## src/rtl/instr_fetch_unit.sv

```systemverilog
// instr_fetch_unit: PC, instruction-memory requests and {instr,pc} fetch buffer with redirect flush
module instr_fetch_unit #(
  parameter int PC_W = 19,
  parameter int INSTR_W = 19,
  parameter int DEPTH = 4,
  parameter logic [PC_W-1:0] RESET_PC = '0
) (
  input  logic                    clk,
  input  logic                    reset,
  output logic                    imem_req,
  output logic [PC_W-1:0]         imem_addr,
  input  logic [INSTR_W-1:0]      imem_rdata,
  output logic                    out_valid,
  input  logic                    out_ready,
  output logic [INSTR_W-1:0]      out_instr,
  output logic [PC_W-1:0]         out_pc,
  input  logic                    redirect_valid,
  input  logic [PC_W-1:0]         redirect_pc,
  output logic [$clog2(DEPTH):0]  fetch_count
);
  localparam int AW = $clog2(DEPTH);
  localparam int CW = AW + 1;
  logic [PC_W-1:0] pc, inflight_pc;
  logic inflight, push, pop;
  logic [AW-1:0] rd_ptr, wr_ptr;
  logic [CW-1:0] count;
  logic [INSTR_W-1:0] instr_q [DEPTH];
  logic [PC_W-1:0] pc_q [DEPTH];
  // credit counts the outstanding request so a returning word always has a slot
  assign imem_req = reset & ~redirect_valid & (({1'b0, count} + (CW+1)'(inflight)) < (CW+1)'(DEPTH));
  assign imem_addr = pc;
  assign out_valid = (count != '0) & ~redirect_valid;
  assign out_instr = instr_q[rd_ptr];
  assign out_pc = pc_q[rd_ptr];
  assign fetch_count = count;
  assign push = inflight & ~redirect_valid;
  assign pop = out_valid & out_ready;
  always_ff @(posedge clk or negedge reset) begin
    if (!reset) begin
      pc <= RESET_PC;
      inflight <= 1'b0;
      inflight_pc <= '0;
      rd_ptr <= '0;
      wr_ptr <= '0;
      count <= '0;
      for (int i = 0; i < DEPTH; i++) begin
        instr_q[i] <= '0;
        pc_q[i] <= '0;
      end
    end else if (redirect_valid) begin
      pc <= redirect_pc;
      inflight <= 1'b0;
      rd_ptr <= '0;
      wr_ptr <= '0;
      count <= '0;
    end else begin
      inflight <= imem_req;
      if (imem_req) begin
        pc <= pc + PC_W'(1);
        inflight_pc <= pc;
      end
      if (push) begin
        instr_q[wr_ptr] <= imem_rdata;
        pc_q[wr_ptr] <= inflight_pc;
        wr_ptr <= wr_ptr + AW'(1);
      end
      if (pop) rd_ptr <= rd_ptr + AW'(1);
      count <= count + CW'(push) - CW'(pop);
    end
  end
endmodule

```

## config.mk

```make
export PLATFORM = sky130hd
export DESIGN_NAME = instr_fetch_unit
export DESIGN_NICKNAME = d
export VERILOG_FILES = /design/src/rtl/instr_fetch_unit.sv
export SDC_FILE = /design/constraint.sdc
export NUM_CORES = 1
export LEC_CHECK = 0
export CORE_MARGIN = 4
export CORE_UTILIZATION = 55
export CTS_BUF_LIST = sky130_fd_sc_hd__clkbuf_16
export DETAILED_ROUTE_END_ITERATION = 10
export DONT_BUFFER_PORTS = 1
export PLACE_DENSITY = 0.73
export SYNTH_ARGS = -nofsm -noshare
export SYNTH_HDL_FRONTEND = slang
export SYNTH_SLANG_ARGS = --single-unit
```

## constraint.sdc

```tcl
create_clock -name clk -period 1.9 [get_ports clk]
set_input_delay 0.38 -clock clk [delete_from_list [all_inputs] [get_ports clk]]
set_output_delay 0.38 -clock clk [all_outputs]
set_load 0.01 [all_outputs]
```

==> key figures, run 1 <==
Status
  • Outcome: finished, violations left
  • Failing checks: negative hold slack, negative setup slack

Placed design
  • Setup slack after placement: -68.3 ps
  • Dpl cell area: 0.00949 mm^2
  • DP HPWL: 12,500 um
  • IO Port Bufs: 0
  • Placer Congestion: 0.862

Worst setup path
  • CP endpoint kind: primary output
  • Worst-path fanout max: 6
  • Critical path class: reg2out
  • Critical path arrival: 1720 ps
  • Reg2Reg Launch Point: fetch_count[2]
  • Crit path required time: 1520 ps
  • Critical path launch point type: flop
  • RR Endpoint: fetch_count[1]
  • Worst reg-to-reg setup slack: -140 ps
  • Cells on worst reg2reg path: 10

Timing
  • Hold Vio Cnt, Final: 198
  • Setup TNS: -6240 ps
  • Fin. max-slew vios: 0
  • Hold slack: -355 ps
  • Skew final: 5.82 ps
  • Final setup margin: -195 ps
  • # setup viols final: 43
  • Minimum clock period after layout: 2100 ps
  • Slew Limit Headroom: 76.6%
  • RSZ-0062 raised after global routing: true
  • FMAX: 477 MHz
  • Final Cycle Share: 110%
  • Slew @ Worst Pin: 351 ps

Finish
  • Nets: 702
  • Share of cells above drive strength 1: 47.7%
  • Ant diodes: 0
  • Footprint of the multi-input gates: 0.00386 mm^2
  • Register area: 0.00496 mm^2
  • Finished Cell Area: 0.0103 mm^2
  • # fillers: 1,138
  • P&R area growth vs syn: 15.1%

Logic synthesis
  • Sequential fraction of the synthesis area: 55.4%
  • Post-Synth Adder-Cell Area: 1.34%
  • Xor/xnor share of the synthesized area: 0.588%
  • Ys flop type: dfrtp_1
  • Count leader, synth: dfrtp_1
  • Largest family of logic cells by synthesized area: multiplexers
  • Synth Area in Simple Gates: 5.46%
  • Mux cell area share after synthesis: 30.3%
  • Top-area cell type share of the netlist area: 55.4%
  • Top post-synthesis cells by area: dfrtp_1 55%, mux2_2 21%, mux4_2 9.6%
  • Synth warn: 0
  • Syn Nets: 662
  • Synth Area in Compound Gates: 4.11%
  • Register bit total from synthesis: 198
  • Cell variety after synth: 51
  • Mapped Area: 0.00894 mm^2
  • Post-synth top cells: 198 x dfrtp_1, 163 x mux2_2, 38 x mux4_2, 28 x nand2_1, 24 x buf_2
  • Area leader, netlist: dfrtp_1
  • Post-synth ARST share: 100%
  • Syn Area/Cell: 14.6 um^2
  • Number of flops mapped to enable cells by yosys: 0
  • Synth Instances: 611

Drt
  • DRT iter0 DRCs: 264
  • Vias: 5,295
  • Routed WL per cell: 21.6 um
  • Vias/cell: 6.02
  • DRC viols: 0
  • Post-route ant nets: 0
  • Drt first pass iters: 4
  • Detailed Route WL: 19,000 um

Floorplanning
  • DIE WIDTH: 136 um
  • Die Span Y: 136 um
  • Core Region: 0.0159 mm^2
  • Initial core utilization: 56.3%
  • Top-level port count: 104
  • Die footprint: 0.0184 mm^2
  • Row Count: 46

Run
  • Max cap viols: 0

Power and ir drop
  • Pwr/cell area: 1340 mW/mm^2
  • VDD IR max: 0.785 mV
  • Leak Pwr: 4.68 nW

Global route
  • First-pass GRT wire length: 30,300 um
  • Initial antenna violation count: 0
  • Largest net degree at the start of global routing: 202
  • Vias in the first global route: 5,779
  • GRT Util Overall: 21.4%
  • GRT Residual Overflow: 0

Clock tree
  • Num CTS Buffers: 17
  • Longest Clk Path Bufs: 2
  • Clock slew seen by the registers of the worst setup and hold paths: 70 ps
  • Clk_lat worst skew: 420 ps
  • CTS tree: built
  • Cts-stage hold buffer count: 1
  • H-tree depth: 4
  • Root buffer cell: clkbuf_16
  • Clock sink count: 198

Min path
  • Worst min path class: in2async
==> where the power goes <==
part	leakage, nW	total [mW]	switching (mW)	internal [mW]
Combinational	1.86	4.28	1.82	2.46
Clock	0.270	3.25	1.49	1.76
Sequential	2.55	6.26	0.827	5.43
==> layout by cell type, fill, tap and decap left out, types with 3 or more instances in the layout <==
cell,instances
a221o_1,4
a22oi_1,3
a311oi_1,4
a31oi_1,4
buf_12,9
buf_4,38
buf_6,7
clkbuf_16,18
clkinv_1,3
clkinv_2,4
dfrtp_1,193
dfrtp_2,5
ha_1,4
ha_4,3
inv_1,18
inv_2,3
mux2_2,163
mux4_2,38
nand2_1,24
nand2_2,4
nand3_1,12
nand4_1,5
nor2_1,12
nor2b_1,4
nor3_1,6
o21ai_0,14
o31ai_1,3
xnor2_1,4
==> logic make-up after synthesis <==
logic type | count (synthesis)
buffers and inverters | 54
xor gates and xnor gates | 6
and+or+nand+nor | 93
AOI/OAI and AO/OA | 48
DFF | 198
muxes | 203
adders and majority gates | 9
==> sequential cells by signal, summed over array words and instances (netlist names) <==
register / flops
inflight_pc: 19
inflight: 1
wr_ptr: 2
rd_ptr: 2
pc_q: 76
instr_q: 76
imem_addr: 19
fetch_count: 3
==> repair_timing <==
item | in CTS | in global routing
resized for setup | 12 | 20
pin swaps | 6 | 13
endpoints found under the hold margin | 204 | 198
buffers inserted | 5 | 6
gates cloned | 0 | 2
endpoints found under the setup margin | 48 | 45
==> worst max-delay path: stages, from the launching register on <==
cell and delay, ps:
dfrtp_2 450, buf_12 140, clkbuf_16 150, mux4_2 550
==> routing by layer <==
layer  up-vias  GRT usage, %  wire length (um)
li1       2335             -                 -
met1      2792          27.3              7950
met2       149          36.3              9680
met3        19          5.87              1190
met4         0          6.10               228
met5         -             0                 0
==> layout make-up <==
class | count | area share (%)
clock buffer | 17 | 4.13
sequential | 198 | 48.2
multi-input combinational | 359 | 37.5
timing repair buffer | 58 | 5.92
inverter | 17 | 0.620
clock inverter | 15 | 0.972
tap | 216 | 2.63
==> worst max-delay path by stage <==
| stage | cells past startpoint | end | slack (ps) | startpoint |
|---|---|---|---|---|
| floorplan | 9 | fetch_count[1] | -80 | fetch_count[1] |
| global placement | 9 | fetch_count[1] | -30 | fetch_count[2] |
| detailed placement | 6 | imem_addr[12] | -70 | fetch_count[1] |
| CTS | 2 | out_pc[8] | -190 | rd_ptr[0] |
| global route | 3 | out_instr[2] | -240 | rd_ptr[0] |
| finish | 3 | out_instr[2] | -200 | rd_ptr[0] |
==> through the flow <==
step                power [mW]  cells  hold WS, ps  util [%]
global route              14.5    880         -383      64.8
CTS                       13.6    872         -373      63.7
floorplan                 9.07    611         84.4         -
global placement          9.93    834         88.7      59.7
finish                    13.8    880         -355      64.8
detailed placement        10.2    834         90.0      59.7
Power figures use the tool's default switching activity.
==> inputs of run 2 (changes only) <==
--- a/config.mk
+++ b/config.mk
@@ -7,10 +7,11 @@
 export LEC_CHECK = 0
 export CORE_MARGIN = 4
 export CORE_UTILIZATION = 55
-export CTS_BUF_LIST = sky130_fd_sc_hd__clkbuf_16
+export CTS_BUF_LIST = sky130_fd_sc_hd__clkbuf_2
 export DETAILED_ROUTE_END_ITERATION = 10
 export DONT_BUFFER_PORTS = 1
 export PLACE_DENSITY = 0.73
+export SKIP_LAST_GASP = 1
 export SYNTH_ARGS = -nofsm -noshare
 export SYNTH_HDL_FRONTEND = slang
 export SYNTH_SLANG_ARGS = --single-unit
==> run 2 against run 1 <==
  * The run still ends with negative hold slack, negative setup slack left
  * First-iteration DRC count rose by 17%
  * Global-route usage rose by 0.12 points
  * Sequential share of layout area shrank 0.78 points
  * Worst hold slack worse by 360 ps
  * Highest routed layer unchanged
==> key figures, run 2 (synthesized netlist as in run 1, its figures left out) <==
Floorplanning
  • Die Span Y: 136 um (unchanged)
  • Top-level port count: 104 (unchanged)
  • DIE WIDTH: 136 um (unchanged)
  • Die footprint: 0.0184 mm^2 (unchanged)
  • Initial core utilization: 56.3% (unchanged)
  • Row Count: 46 (unchanged)
  • Core Region: 0.0159 mm^2 (unchanged)

Worst setup path
  • Cells on worst reg2reg path: 10 (unchanged)
  • Worst Setup SP: rd_ptr[0]
  • Critical path launch point type: flop
  • CP endpoint kind: primary output
  • Worst reg-to-reg setup slack: -260 ps (-120 ps)
  • Reg2Reg Launch Point: fetch_count[1]
  • Crit path required time: 1520 ps (about the same)
  • Worst-path fanout max: 6 (unchanged)
  • Critical path class: reg2out
  • RR Endpoint: fetch_count[1]
  • Critical path arrival: 2050 ps (+330 ps)

Finish
  • Most common cell after layout, fill and taps aside: dfrtp_1
  • # fillers: 1,106 (-2.8%)
  • Nets: 748 (+6.6%)
  • Share of cells above drive strength 1: 46.2% (-1.5 points)
  • Ant diodes: 0 (unchanged)
  • Most frequent cells in the layout: 190 x dfrtp_1, 163 x mux2_2, 41 x dlygate4sd3_1, 38 x mux4_2, 38 x buf_4
  • Post-layout util: 65.9% (+1.1 points)
  • Finished Cell Area: 0.0105 mm^2 (+1.7%)
  • Register area: 0.00496 mm^2 (about the same)
  • Top Registers: instr_q: 76 flops, pc_q: 76 flops
  • Footprint of the multi-input gates: 0.00387 mm^2 (about the same)
  • P&R area growth vs syn: 17.1%

Placed design
  • DP HPWL: 12,500 um (unchanged)
  • IO Port Bufs: 0 (unchanged)
  • Placer Congestion: 0.862 (unchanged)
  • Dpl cell area: 0.00949 mm^2 (unchanged)

Clock tree
  • H-tree depth: 4 (unchanged)
  • Longest Clk Path Bufs: 2 (unchanged)
  • Num CTS Buffers: 17 (unchanged)
  • Clock sink count: 198 (unchanged)
  • CTS tree: built
  • Root buffer cell: clkbuf_2
  • Clock slew seen by the registers of the worst setup and hold paths: 260 ps (+190 ps)
  • Cts-stage hold buffer count: 42 (+41)
  • Clk_lat worst skew: 730 ps (+310 ps)

Timing
  • Fin. max-slew vios: 0 (unchanged)
  • Slew @ Worst Pin: 1160 ps (+805 ps)
  • Final setup margin: -529 ps (-334 ps)
  • # setup viols final: 61 (+42%)
  • Hold Vio Cnt, Final: 198 (unchanged)
  • Slew Limit Headroom: 22.6% (-54 points)
  • Setup TNS: -21,390 ps (-15,150 ps)
  • Final Cycle Share: 128% (+18 points)
  • Hold slack: -714 ps (-358 ps)
  • RSZ-0062 raised after global routing: true
  • Minimum clock period after layout: 2430 ps (+334 ps)
  • Skew final: 20.9 ps (+15.1 ps)
  • FMAX: 412 MHz (-14%)

Power and ir drop
  • Net Sw Power: 4.06 mW (-2.0%)
  • Sw frac: 32.4% (+2.4 points)
  • Reg power frac: 49.8% (+4.4 points)
  • Total power: 12.5 mW (-9.3%)
  • Internal: 8.45 mW (-12%)
  • Comb power frac: 35.9% (+4.8 points)
  • Clock power frac: 14.3% (-9.3 points)
  • VDD IR max: 0.500 mV (-36%)
  • Pwr/cell area: 1190 mW/mm^2 (-11%)
  • Leak Pwr: 4.76 nW (+1.8%)

Drt
  • Vias/cell: 6.04 (+0.40%)
  • Drt first pass iters: 5 (+1)
  • DRC viols: 0 (unchanged)
  • Post-route ant nets: 0 (unchanged)
  • Routed WL per cell: 21.5 um (-0.51%)
  • Detailed Route WL: 19,900 um (+4.7%)
  • DRT iter0 DRCs: 310 (+17%)
  • Vias: 5,594 (+5.6%)

Global route
  • First-pass GRT wire length: 30,600 um (+1.0%)
  • GRT Util Overall: 21.5% (+0.12 points)
  • Largest net degree at the start of global routing: 202 (unchanged)
  • GRT Residual Overflow: 0 (unchanged)
  • Vias in the first global route: 5,877 (+1.7%)
  • Initial antenna violation count: 0 (unchanged)

Status
  • Failing checks: negative hold slack, negative setup slack
  • Outcome: finished, violations left

Min path
  • Worst min path class: in2async

Run
  • Max cap viols: 0 (unchanged)
-- run 2: cell types whose count changed in the layout (fill, tap and decap cells not counted), sizes merged --
cell	change
dlygate4sd3	+40
inv	-4
buf	+5
clkbuf	+5
-- run 2: cell type report --
cell class | count | share of cell area, %
clock inverters | 11 | 0.813
well taps | 216 | 2.58
flip-flops and latches | 198 | 47.4
inverters | 17 | 0.609
clock buffers | 21 | 1.00
repair buffers | 104 | 10.7
multi-input cells | 359 | 36.9
-- run 2: worst max-delay path by stage --
| stage | to | slack [ps] | cells past startpoint |
|---|---|---|---|
| 6_report | out_instr[2] | -530 | 3 |
| 5_1_grt | out_instr[2] | -660 | 3 |
| 4_1_cts | out_pc[8] | -610 | 2 |
| 3_5_place_dp | imem_addr[12] | -70 | 6 |
| 3_3_place_gp | fetch_count[1] | -30 | 9 |
| 2_1_floorplan | fetch_count[1] | -80 | 9 |
-- run 2: worst max-delay path, cell delays in order (launching register included) --
cell,delay [ps]
dfrtp_2,490
buf_12,130
clkbuf_16,150
mux4_2,550
-- run 2: what timing repair did --
item                       in CTS  in global routing
setup endpoints to repair      49                 55
cloned                          0                  3
setup buffers                   4                 12
gates resized for setup         9                 31
pin swaps                       4                 16
hold endpoints to repair      300                198
-- run 2: metrics by stage --
step,instances,worst slack (ps)
floorplan,611,-79.6
global placement,834,-27.1
detailed placement,834,-68.3
CTS,912,-613
global route,926,-660
finish,926,-529
-- run 2: power groups by stage --
stage | Combinational, mW | Clock, mW | Sequential, mW
after floorplan | 3.02 | 0 | 6.05
after global placement | 3.76 | 0 | 6.17
after detailed placement | 3.91 | 0 | 6.31
after CTS | 4.11 | 1.87 | 6.21
final | 4.49 | 1.79 | 6.23
after global routing | 4.81 | 2.02 | 6.37
-- run 2: routing by layer --
layer  vias up  global-route usage [%]  share of wire [%]
met5         -                       0                  0
met4         0                    5.99                1.2
met3        23                    5.68                6.1
met2       201                    37.0                 52
met1      2936                    27.1                 40
li1       2434                       -                  -
==> inputs of run 3 (changes only) <==
--- a/config.mk
+++ b/config.mk
@@ -12,6 +12,7 @@
 export DONT_BUFFER_PORTS = 1
 export PLACE_DENSITY = 0.73
 export SKIP_LAST_GASP = 1
+export SLEW_MARGIN = 25
 export SYNTH_ARGS = -nofsm -noshare
 export SYNTH_HDL_FRONTEND = slang
 export SYNTH_SLANG_ARGS = --single-unit
==> run 3 against run 2 <==
  * The run still ends with negative hold slack, negative setup slack left
  * Register-to-register slack hardly changed
  * Clock skew is 2.8 ps higher
  * Non-clock buffer count stayed put
  * Worst hold slack worse by 2.0 ps
  * Die area stayed put
  * Power is 0.19% higher
  * Via count is 0.88% lower
  * Setup slack worse by 0.52 ps
==> key figures, run 3 (synthesized netlist as in run 1, its figures left out) <==
Status
  • Outcome: finished, violations left
  • Failing checks: negative hold slack, negative setup slack

Global route
  • GRT Residual Overflow: 0 (unchanged)
  • Largest net degree at the start of global routing: 202 (unchanged)
  • First-pass GRT wire length: 30,600 um (unchanged)
  • Initial antenna violation count: 0 (unchanged)
  • GRT Util Overall: 21.5% (unchanged)
  • Vias in the first global route: 5,877 (unchanged)

Floorplanning
  • Die Span Y: 136 um (unchanged)
  • DIE WIDTH: 136 um (unchanged)
  • Row Count: 46 (unchanged)
  • Top-level port count: 104 (unchanged)
  • Core Region: 0.0159 mm^2 (unchanged)
  • Initial core utilization: 56.3% (unchanged)
  • Die footprint: 0.0184 mm^2 (unchanged)

Drt
  • Drt first pass iters: 5 (unchanged)
  • Vias/cell: 5.99 (-0.88%)
  • Vias: 5,545 (-0.88%)
  • Post-route ant nets: 0 (unchanged)
  • DRT iter0 DRCs: 347 (+12%)
  • DRC viols: 0 (unchanged)
  • Detailed Route WL: 19,900 um (-0.32%)
  • Routed WL per cell: 21.5 um (-0.32%)

Timing
  • Final Cycle Share: 128% (about the same)
  • Fin. max-slew vios: 0 (unchanged)
  • Minimum clock period after layout: 2430 ps (+0.524 ps)
  • Slew @ Worst Pin: 576 ps (-580 ps)
  • Skew final: 23.7 ps (+2.80 ps)
  • # setup viols final: 57 (-6.6%)
  • FMAX: 412 MHz (about the same)
  • RSZ-0062 raised after global routing: true
  • Slew Limit Headroom: 61.6% (+39 points)
  • Hold Vio Cnt, Final: 198 (unchanged)
  • Final setup margin: -530 ps (-0.524 ps)
  • Hold slack: -716 ps (-2.01 ps)

Worst setup path
  • Slowest cell on the critical path: mux4_2
  • Worst reg-to-reg setup slack: -250 ps (about the same)
  • RR Endpoint: fetch_count[2]
  • Worst path max stage delay: 550 ps (about the same)
  • CP endpoint kind: primary output
  • CP cell instances: buf_12 -> clkbuf_16 -> mux4_2
  • Worst Setup SP: rd_ptr[0]
  • Critical path arrival: 2050 ps (about the same)
  • Crit path required time: 1520 ps (about the same)
  • Critical path launch point type: flop
  • Critical path class: reg2out
  • Crit path to: out_instr[2]
  • CP Buf/Inv Count: 2 (unchanged)
  • Cells on worst reg2reg path: 11 (+1)
  • Worst path top cell family by delay: multiplexers
  • Crit path depth: 3 (unchanged)
  • Worst-path fanout max: 6 (unchanged)
  • Reg2Reg Launch Point: fetch_count[2]

Clock tree
  • Root buffer cell: clkbuf_2
  • Clock slew seen by the registers of the worst setup and hold paths: 260 ps (about the same)
  • H-tree depth: 4 (unchanged)
  • Num CTS Buffers: 17 (unchanged)
  • Longest Clk Path Bufs: 2 (unchanged)
  • Clock sink count: 198 (unchanged)
  • Clk_lat worst skew: 720 ps (about the same)
  • CTS tree: built
  • Cts-stage hold buffer count: 42 (unchanged)

Run
  • Max cap viols: 0 (unchanged)

Finish
  • Most common cell after layout, fill and taps aside: dfrtp_1
  • Finished Cell Area: 0.0105 mm^2 (about the same)
  • Nets: 748 (unchanged)
  • Ant diodes: 0 (unchanged)
  • Post-layout util: 66.0% (about the same)
  • Share of cells above drive strength 1: 46.2% (unchanged)
  • P&R area growth vs syn: 17.2% (about the same)
  • Top Registers: instr_q: 76 flops, pc_q: 76 flops
  • Most frequent cells in the layout: 190 x dfrtp_1, 163 x mux2_2, 40 x dlygate4sd3_1, 38 x mux4_2, 36 x buf_4

Placed design
  • Placer Congestion: 0.862 (unchanged)
  • Dpl cell area: 0.00949 mm^2 (unchanged)
  • IO Port Bufs: 0 (unchanged)
  • DP HPWL: 12,500 um (unchanged)

Min path
  • Worst min path class: in2async

Power and ir drop
  • Leak Pwr: 4.77 nW (+0.18%)
  • Pwr/cell area: 1200 mW/mm^2 (+0.13%)
  • VDD IR max: 0.565 mV (+13%)
==> run 3: repair_timing <==
| item | 4_1_cts | 5_1_grt |
|---|---|---|
| hold endpoints to repair | 300 | 198 |
| gates cloned | 0 | 3 |
| pin swaps | 4 | 13 |
| endpoints found under the setup margin | 49 | 55 |
| setup buffers | 4 | 12 |
| resized for setup | 9 | 30 |
==> run 3: area by class of cell <==
| type | count | area (um^2) |
|---|---|---|
| clock inverters | 11 | 85.1 |
| multi-input cells | 359 | 3860 |
| well taps | 216 | 270 |
| clock buffers | 21 | 105 |
| inverters | 17 | 63.8 |
| fillers | 1104 | 5410 |
| repair buffers | 104 | 1130 |
| flip-flops and latches | 198 | 4960 |
==> run 3: worst reg2reg max path: stages, from the launching register on <==
cell	delay [ps]
dfrtp_2	470
buf_6	120
nor3_4	190
nand2b_4	160
nor2_1	40
ha_1	260
inv_1	60
ha_1	130
inv_1	50
fa_2	350
xnor2_2	170
nor2_1	50
==> run 3: per-stage QoR <==
| step | instances | setup slack [ps] | power (mW) | TNS [ps] |
|---|---|---|---|---|
| after global placement | 834 | -27.1 | 9.93 | -41.3 |
| after floorplan | 611 | -79.6 | 9.07 | -138 |
| final | 926 | -530 | 12.5 | -21130 |
| after CTS | 912 | -613 | 12.2 | -23540 |
| after global routing | 926 | -659 | 13.2 | -27840 |
| after detailed placement | 834 | -68.3 | 10.2 | -300 |
==> run 3: how the worst min path moves through the flow <==
stage	start	end	slack (ps)	cells past startpoint
global placement	reset	instr_q[51]	90	0
finish	reset	instr_q[51]	-720	0
detailed placement	reset	instr_q[70]	90	0
global route	reset	instr_q[51]	-820	0
floorplan	reset	fetch_count[0]	80	0
CTS	reset	instr_q[51]	-800	0
==> run 3: report_power, final <==
group | internal (mW) | switching (mW)
registers | 5.41 | 0.815
logic | 2.60 | 1.92
clock network | 0.471 | 1.32
total | 8.48 | 4.05
==> run 3: routing by layer <==
layer  global-route usage, %  routed length (um)
met2                    37.0               10300
met5                       0                   0
met4                    5.99                 262
met3                    5.68                1100
met1                    27.1                8170
